$ cat src/rtl/aq_ifu_icache_tag_ctrl.sv
// -----------------------------------------------------------------------------
// aq_ifu_icache_tag_ctrl
//
// Front-end controller for the 2-way I-cache tag SRAM (256 sets x 59 bits).
// The block shares one array port between three kinds of access:
//   - the invalidate-all sweep (highest priority),
//   - refill tag writes,
//   - fetch tag lookups (lowest priority).
// Each cycle carries at most one array operation. Lookup results are compared
// against the array read data one cycle after the read.
//
// Entry layout: [58]=fifo (next victim way), [57]=way1 valid, [56:29]=way1 tag,
//               [28]=way0 valid, [27:0]=way0 tag
//
// Ports
//   forever_cpuclk  in   clock
//   cpurst          in   synchronous reset, active high
//   inv_req         in   request an invalidate of every set
//   inv_busy        out  sweep in progress
//   inv_done        out  one-cycle pulse after the last set has been written
//   refill_vld      in   refill tag write request (idx/tag/way)
//   refill_ready    out  refill accepted this cycle
//   fetch_vld       in   lookup request (idx/tag)
//   fetch_ready     out  lookup accepted this cycle
//   icache_tag_*    out  array port: cen, wen {fifo,way1,way0}, idx, din
//   icache_tag_dout in   array read data, valid the cycle after a read
//   lkup_vld        out  lookup result valid
//   lkup_hit_way    out  {way1,way0} hit
//   lkup_miss       out  valid lookup with no way hit
//   lkup_victim     out  fifo bit of the looked-up set
// -----------------------------------------------------------------------------
module aq_ifu_icache_tag_ctrl #(
    parameter int TAG_W   = 28,
    parameter int INDEX_W = 8
) (
    input  logic                   forever_cpuclk,
    input  logic                   cpurst,

    input  logic                   inv_req,
    output logic                   inv_busy,
    output logic                   inv_done,

    input  logic                   refill_vld,
    input  logic [INDEX_W-1:0]     refill_idx,
    input  logic [TAG_W-1:0]       refill_tag,
    input  logic                   refill_way,
    output logic                   refill_ready,

    input  logic                   fetch_vld,
    input  logic [INDEX_W-1:0]     fetch_idx,
    input  logic [TAG_W-1:0]       fetch_tag,
    output logic                   fetch_ready,

    output logic                   icache_tag_cen,
    output logic [2:0]             icache_tag_wen,
    output logic [INDEX_W:0]       icache_tag_idx,
    output logic [2*TAG_W+2:0]     icache_tag_din,
    input  logic [2*TAG_W+2:0]     icache_tag_dout,

    output logic                   lkup_vld,
    output logic [1:0]             lkup_hit_way,
    output logic                   lkup_miss,
    output logic                   lkup_victim
);

    localparam int WAY_W   = TAG_W + 1;       // valid + tag
    localparam int ENTRY_W = 2 * WAY_W + 1;   // two ways + fifo bit

    typedef enum logic {
        IDLE = 1'b0,
        INV  = 1'b1
    } state_t;

    state_t             state;
    state_t             state_nxt;
    logic [INDEX_W-1:0] inv_cnt;
    logic               inv_last;
    logic               inv_done_q;
    logic               lkup_pend;
    logic [TAG_W-1:0]   fetch_tag_q;
    logic               way0_hit;
    logic               way1_hit;

    assign inv_last = (state == INV) && (inv_cnt == {INDEX_W{1'b1}});

    // NOTE: every sequential register uses non-blocking assignment so all
    // flops update together from the values present before the edge.
    always_ff @(posedge forever_cpuclk) begin
        if (cpurst) begin
            state       <= IDLE;
            inv_cnt     <= '0;
            inv_done_q  <= 1'b0;
            lkup_pend   <= 1'b0;
            fetch_tag_q <= '0;
        end else begin
            state      <= state_nxt;
            inv_done_q <= inv_last;
            lkup_pend  <= fetch_ready;
            // Counter wraps from the last set back to 0 on its own, so the
            // next sweep always starts at set 0.
            if (state == INV) begin
                inv_cnt <= inv_cnt + 1'b1;
            end
            if (fetch_ready) begin
                fetch_tag_q <= fetch_tag;
            end
        end
    end

    // Array port arbitration and next state. Everything is gated while reset
    // is held so the port is quiet during the reset cycle itself.
    // NOTE: all outputs of this block get a default first, so no path through
    // the case/if tree can leave one unassigned and infer a latch.
    always_comb begin
        state_nxt      = state;
        icache_tag_cen = 1'b0;
        icache_tag_wen = 3'b000;
        icache_tag_idx = '0;
        icache_tag_din = '0;
        refill_ready   = 1'b0;
        fetch_ready    = 1'b0;

        if (!cpurst) begin
            case (state)
                INV: begin
                    icache_tag_cen = 1'b1;
                    icache_tag_wen = 3'b111;
                    icache_tag_idx = {1'b0, inv_cnt};
                    if (inv_last) begin
                        state_nxt = IDLE;
                    end
                end
                IDLE: begin
                    if (inv_req) begin
                        state_nxt = INV;
                    end
                    if (refill_vld) begin
                        refill_ready   = 1'b1;
                        icache_tag_cen = 1'b1;
                        icache_tag_wen = {1'b1, refill_way, ~refill_way};
                        icache_tag_idx = {1'b0, refill_idx};
                        // Both way fields carry the new tag; wen masks the
                        // way that is not being written. The fifo bit points
                        // at the other way as the next victim.
                        icache_tag_din = {~refill_way,
                                          1'b1, refill_tag,
                                          1'b1, refill_tag};
                    end else if (fetch_vld) begin
                        fetch_ready    = 1'b1;
                        icache_tag_cen = 1'b1;
                        icache_tag_idx = {1'b0, fetch_idx};
                    end
                end
                default: begin
                    state_nxt = IDLE;
                end
            endcase
        end
    end

    // Lookup compare on the read data returned one cycle after the read.
    assign way0_hit = icache_tag_dout[TAG_W] &&
                      (icache_tag_dout[TAG_W-1:0] == fetch_tag_q);
    assign way1_hit = icache_tag_dout[WAY_W+TAG_W] &&
                      (icache_tag_dout[WAY_W+TAG_W-1:WAY_W] == fetch_tag_q);

    assign lkup_vld     = lkup_pend & ~cpurst;
    assign lkup_hit_way = {2{lkup_vld}} & {way1_hit, way0_hit};
    assign lkup_miss    = lkup_vld & ~(|lkup_hit_way);
    assign lkup_victim  = lkup_vld & icache_tag_dout[ENTRY_W-1];

    assign inv_busy = (state == INV) & ~cpurst;
    assign inv_done = inv_done_q & ~cpurst;

endmodule

$ cat config.mk
export PLATFORM = sky130hd
export DESIGN_NAME = aq_ifu_icache_tag_ctrl
export DESIGN_NICKNAME = d
export VERILOG_FILES = /design/src/rtl/aq_ifu_icache_tag_ctrl.sv
export SDC_FILE = /design/constraint.sdc
export NUM_CORES = 1
export LEC_CHECK = 0
export ABC_AREA = 1
export BUFFER_PORTS_ARGS = -buffer_cell sky130_fd_sc_hd__buf_4
export CAP_MARGIN = 20
export CORE_MARGIN = 4
export CORE_UTILIZATION = 43
export CTS_CLUSTER_DIAMETER = 200
export CTS_CLUSTER_SIZE = 20
export DETAILED_ROUTE_END_ITERATION = 7
export HOLD_SLACK_MARGIN = 0.12
export PLACE_DENSITY = 0.82
export SYNTH_ARGS = -nofsm -noshare
export SYNTH_HDL_FRONTEND = slang
export SYNTH_SLANG_ARGS = --single-unit
$ cat constraint.sdc
create_clock -name forever_cpuclk -period 1.9 [get_ports forever_cpuclk]
set_input_delay 0.38 -clock forever_cpuclk [delete_from_list [all_inputs] [get_ports forever_cpuclk]]
set_output_delay 0.38 -clock forever_cpuclk [all_outputs]
set_load 0.005 [all_outputs]
**After elaboration in Yosys (flattened, before gate mapping)**

Index checks and enable logic that the tools add are counted.
Widths: inputs -> output; s select.

- Add/subtract/negate cells: 1
- Equal/unequal tests: 3
- Muxes and demuxes: 23
- Bitwise operators: 10
- Reduce and logical (&&, ||, !) cells: 4

Operator list:

| kind | number |
|---|---|
| $mux 59 | 3 |
| $eq 28x28->1 | 2 |
| $pmux 9 s2 | 1 |
| $mux 8 | 2 |
| $mux 1 | 11 |
| $mux 9 | 1 |
| $add 8x1->8 const B | 1 |
| $eq 8x8->1 const B | 1 |
| $mux 3 | 2 |
| $pmux 3 s2 | 1 |
| $and 1x1->1 | 5 |
| $not 1->1 | 4 |
| $pmux 1 s2 | 2 |
| $logic_and 1x1->1 | 3 |
| $and 2x2->2 | 1 |
| $reduce_or 2->1 | 1 |

- Register bits after elaboration: 39
- Input bits: 137
- Output and inout port bits: 81

**Longest topological paths before layout**

- Depth after elaboration: 6
- Gate-level depth with buffers: 10

**Least setup slack after synthesis**

No wires, ideal clock.

- Path kind: reg-to-output
- Start point: register state
- End point: output port icache_tag_din[47]
- Arrival: 1.208 ns
- Setup slack: 0.312 ns
- Cell stages (with the launch flop): 9
- Path buffers: 3
- Cells stage by stage: dfxtp_1 inv_2 nand2_2 nor2_4 inv_2 buf_6 buf_12 nor2_4 buf_4

- Word-level cells in the longest chain between the ends: 2

RTL lines:

| item | RTL line | text |
|---|---|---|
| start: declaration | 74 | `state_t state;` |
| start signal: assignment | 96 | `state <= state_nxt;` |
| $mux 59 | 124 | `case (state)` |
| $mux 59 | 123 | `if (!cpurst) begin` |
| end: declaration | 57 | `output logic [2*TAG_W+2:0] icache_tag_din,` |

No other way between the ends.

**Final worst setup path**

- Start point: register fetch_tag_q[24]
- End point: output port lkup_miss

- Word-level cells in the longest chain between the ends: 6

RTL lines:

| item | RTL line | text |
|---|---|---|
| start: declaration | 80 | `logic [TAG_W-1:0] fetch_tag_q;` |
| start signal: assignment | 105 | `fetch_tag_q <= fetch_tag;` |
| $eq 28x28->1 (on tied branches) | 163, 165 |  |
| $logic_and 1x1->1 (on tied branches) | 162, 164 |  |
| $and 2x2->2 (*) | 168 | `assign lkup_hit_way = {2{lkup_vld}} & {way1_hit, way0_hit};` |
| $reduce_or 2->1 (*) | 169 | `assign lkup_miss = lkup_vld & ~(\|lkup_hit_way);` |
| $not 1->1 (*) | 169 |  |
| $and 1x1->1 (*) | 169 |  |
| end: declaration | 62 | `output logic lkup_miss,` |

Every way passes the cells marked *; elsewhere a longest branch is shown, timed or not.

==> results <==
- The summed area of non-filler cells in the final layout is 0.00525 mm^2.
- The worst hold path begins at inv_req.
- The area taken by flip-flops and latches is 816 um^2.
- The worst hold path belongs to the class input pin to flop.
- The endpoint required time on the critical path is 1.52 ns.
- For this block, the initial DRC count from the detailed router was 171.
- The wire length of the first global-routing pass is 18.3 mm.
- The count of cell types in the netlist is 38.
- Dividing the detail-routed wire length by the instance count gives 15.5 um.
- The clock insertion delay at the later pin of the skew report is 0.30 ns.
- The stage delay of the slowest cell on the critical path is 0.35 ns.
- The total number of yosys warnings is 0.
- STA classifies the critical path endpoint as an output pin.
- The critical register-to-register path startpoint is state.
- The synthesis-stage register bit count is 39.
- The share of the core filled with cells is 71.2%.
- When the netlist entered floorplanning its net count stood at 661.
- The multi-input combinational cells in the finished layout cover a total of 0.00215 mm^2.
- The routed design has 12.6 mm of wire.
- The number of cells on the worst reg-to-reg path is 9.
- Counting every sink on the clock net gives 39.
- Dividing the synthesized area by the synthesized cell count gives 6.36 um^2.
- For this design the top-level I/O count stands at 218.
- The post-synthesis cell area is 0.00332 mm^2.
- The total overflow left after global routing is 0.
- For this design the ratio of total power to cell area is 473 mW/mm^2.
- The global routing usage on met1 is 34.6%.
- The area share of the largest cell type after synthesis is 23.5%.
- STA puts the critical path data arrival time at 1.58 ns.
- Counting along the longest clock path gives a buffer depth of 2.
- By startpoint and endpoint, the worst setup path is classified as flop to output pin.
- Traced cell by cell, the critical path runs through inv_1 > nand2_1 > nand2_1 > nand2_1 > nor2_1 > nand2_1 > nor2_1 > nand2_1 > nand2_1 > nor2_2 > buf_4.
- Counting flops with a built-in enable in the synthesized netlist gives 0.
- The maximum level of the CTS H-tree is 2.
- Internal power comes to 1.70 mW.
- Fill cells in the final layout number 644.
- The number of global-route vias before repair is 3705.
- The run finished, with violations left.
- Global routing used 25.9% of the available tracks across all layers.
- Of the total power, the clock network draws 29.9%.
- Entering global routing, the biggest net connects 35 pins.
- In this run the worst path has a maximum fanout of 3.
- The critical register-to-register path endpoint is fetch_tag_q[26].
- Among all stages on the critical path, the largest delay is contributed by sky130_fd_sc_hd__dfxtp_1.
- The switching share of total power is 31.6%.
- The die width is 95.9 um.
- The dominant synthesized flop cell is sky130_fd_sc_hd__dfxtp_1.
- In the global route stage, met3 resource usage came out at 4.69%.
- Once routing completed, OpenROAD measured the worst setup slack at -0.0558 ns.
- Row generation in the floorplan step produced 31 rows.
- The number of nets with antenna violations after routing is 0.
- The CTS tree is built.
- In this run, flip-flops and latches consume 36.1% of the power.
- Relative to the synthesized area, the layout overhead comes to 57.8%.
- The net count of the finished layout is 856.
- The final-report setup violation count is 3.
- The count of port buffers added during placement is 216.
- By area the synthesized netlist is led by sky130_fd_sc_hd__dfxtp_1 23%, sky130_fd_sc_hd__nand2_1 14%, sky130_fd_sc_hd__nor2_1 10%.
- Global routing used 44.1% of the available met2 tracks.
- The number of max-slew violations in the final report is 0.
- The final critical-path share of the clock period is 103%.
- The initial utilization of the core area, before any placement, comes to 45.1%.
- By instance count, the cell type seen most on the critical path is sky130_fd_sc_hd__nand2_1.
- Of the total power, combinational logic draws 34.0%.
- Across the run, the number of max-cap violations was 0.
- Including well taps, the total number of placed cells is 807.
- The proportion of register bits with asynchronous set or reset after synthesis is 0%.
- The startpoint kind of the worst setup timing path is a flop.
- The cell sitting at the root of the clock tree is a sky130_fd_sc_hd__clkbuf_8.
- The analysis attributes to cell leakage a power of 2.66 nW.
- The cell type with the largest total area after synthesis is sky130_fd_sc_hd__dfxtp_1.
- Synthesis produced a netlist whose cell count is 523.
- The worst hold path terminates at state.
- The post-synthesis sequential area ratio is 23.5%.
- Clock-pin slew was measured on the worst setup and hold paths at 0.09 ns.
- The core outline area is 0.00737 mm^2.
- The finished layout holds 818 standard cells, fillers aside.
- The via density per instance is 4.70.
- The congestion estimate from routability-driven global placement came to 1.00.
- After detailed routing, the number of remaining DRC violations is 0.
- The final setup skew is 0.0177 ns.
- The reg-to-reg setup timing slack is 0.47 ns.
- The number of failing hold endpoints at the final stage is 0.
- In the final layout, the share of cells above drive strength 1 is 45.2%.
- The number of clock buffers added by TritonCTS is 5.
- The maximum operating frequency is 511 MHz.
- The checks that failed: negative setup slack.
- The smallest clock period supported by the final layout is computed as 1.96 ns.
- IR analysis of the VDD net gives a maximum drop of 0.444 mV.
- The floorplan step defined a die boundary enclosing 0.00920 mm^2.
- The height of the chip is 95.9 um.
- The overall via count from detail_route is 3846.
- Setup repair after global routing could not meet its margin everywhere.
- The first-pass detailed-route iteration total is 5.
- The detailed placer's ending HPWL is 10.7 mm.
- The antenna diode instance count is 0.
- The commonest cells after synthesis are 121 x sky130_fd_sc_hd__nand2_1, 92 x sky130_fd_sc_hd__nor2_1, 60 x sky130_fd_sc_hd__inv_1.
- The total negative setup slack is -0.104 ns.
- The worst hold path stage count is 2.
- The layer with the highest usage is met2.
- The net switching component of the power is 0.785 mW.
- The initial antenna violation count is 0.
- Yosys instantiated no cell more often than sky130_fd_sc_hd__nand2_1.
- The post-placement cell area is 0.00485 mm^2.
==> cell usage in the layout (no fill, tap or decap), types with 2 or more instances in the layout <==
cell type                    n
sky130_fd_sc_hd__xnor2_2     9
sky130_fd_sc_hd__xor2_1     20
sky130_fd_sc_hd__inv_1      58
sky130_fd_sc_hd__nand2_1   113
sky130_fd_sc_hd__a31oi_1     3
sky130_fd_sc_hd__nor2_4     13
sky130_fd_sc_hd__nand4_1     5
sky130_fd_sc_hd__nand2_4     4
sky130_fd_sc_hd__o21ai_0    12
sky130_fd_sc_hd__inv_2       6
sky130_fd_sc_hd__buf_4     228
sky130_fd_sc_hd__nor2_1     85
sky130_fd_sc_hd__buf_12      2
sky130_fd_sc_hd__dfxtp_1    19
sky130_fd_sc_hd__dfxtp_2    16
sky130_fd_sc_hd__o22ai_1     4
sky130_fd_sc_hd__a22oi_1     2
sky130_fd_sc_hd__buf_6       2
sky130_fd_sc_hd__inv_6       2
sky130_fd_sc_hd__dfxtp_4     4
sky130_fd_sc_hd__nand2_2     9
sky130_fd_sc_hd__a211oi_1    8
sky130_fd_sc_hd__inv_4       2
sky130_fd_sc_hd__clkbuf_8    5
sky130_fd_sc_hd__xor2_2      3
sky130_fd_sc_hd__nand3b_1    3
sky130_fd_sc_hd__nand3_1    11
sky130_fd_sc_hd__nor3_1      6
sky130_fd_sc_hd__a21oi_1    27
sky130_fd_sc_hd__nor3b_2     2
sky130_fd_sc_hd__nor2_2      8
sky130_fd_sc_hd__xnor2_1    12
==> repair_timing <==
action,CTS,global route
setup buffers,3,0
cloned,0,0
endpoints found under the setup margin,40,10
hold buffers,0,0
pin swaps,16,9
resized for setup,34,35
==> worst max-delay path by stage <==
stage                          from                 end  slack (ns)
floorplan                     state  icache_tag_din[47]        0.31
global placement             cpurst     lkup_hit_way[1]       -0.13
detailed placement           cpurst     lkup_hit_way[1]       -0.03
CTS                  fetch_tag_q[3]     lkup_hit_way[1]       -0.09
global route        fetch_tag_q[17]           lkup_miss       -0.12
finish              fetch_tag_q[24]           lkup_miss       -0.06
==> logic make-up (layout without fill, tap and decap cells) <==
kind of cell | count (synthesis) | after routing | share of synthesized area (%)
buf+inv | 112 | 308 | 17.7
simple gates | 263 | 263 | 35.7
compound gates | 61 | 61 | 10.6
fa+ha+maj | 1 | 1 | 0.376
other cells | 1 | 1 | 0.113
flops | 39 | 39 | 23.5
xor+xnor | 46 | 46 | 12.1
==> metal layers <==
layer  share of wire [%]  wire length (um)  vias up
li1                    -                 -     1972
met1                  42              5330     1731
met2                  50              6330      128
met3                 6.6               841       15
met4                 1.2               150        0
met5                   0                 0        -
==> power groups by stage <==
stage / clock network (mW) / registers, mW / logic, mW
after floorplan: 0 / 0.900 / 0.381
after global placement: 0 / 0.906 / 0.781
after detailed placement: 0 / 0.907 / 0.787
after CTS: 0.754 / 0.890 / 0.824
after global routing: 0.786 / 0.899 / 0.918
final: 0.742 / 0.895 / 0.844
==> layout make-up <==
class / instances / share of cell area (%)
clock buffer: 5 / 1.31
clock inverter: 3 / 0.906
inverter: 68 / 5.05
multi-input combinational: 372 / 41.0
sequential: 39 / 15.5
tap: 99 / 2.36
timing repair buffer: 232 / 33.8
==> stage by stage <==
stage | setup WS (ns) | hold slack (ns) | power (mW)
2_1_floorplan | 0.312 | 0.448 | 1.28
3_3_place_gp | -0.127 | 0.461 | 1.69
3_5_place_dp | -0.0299 | 0.473 | 1.69
4_1_cts | -0.0896 | 0.289 | 2.47
5_1_grt | -0.125 | 0.291 | 2.60
6_report | -0.0558 | 0.294 | 2.48
==> worst max-delay path, delay by kind of cell, from the launching register on <==
family | cells | cell delay (ns)
flip-flops | 1 | 0.35
AND/OR/NAND/NOR | 9 | 0.73
buffers and inverters | 2 | 0.20
==> state kept, by name, indices dropped and copies added (netlist names) <==
name         flops
lkup_pend        1
inv_done_q       1
state            1
fetch_tag_q     28
inv_cnt          8
Note: power is estimated with default switching activity, not from simulation.
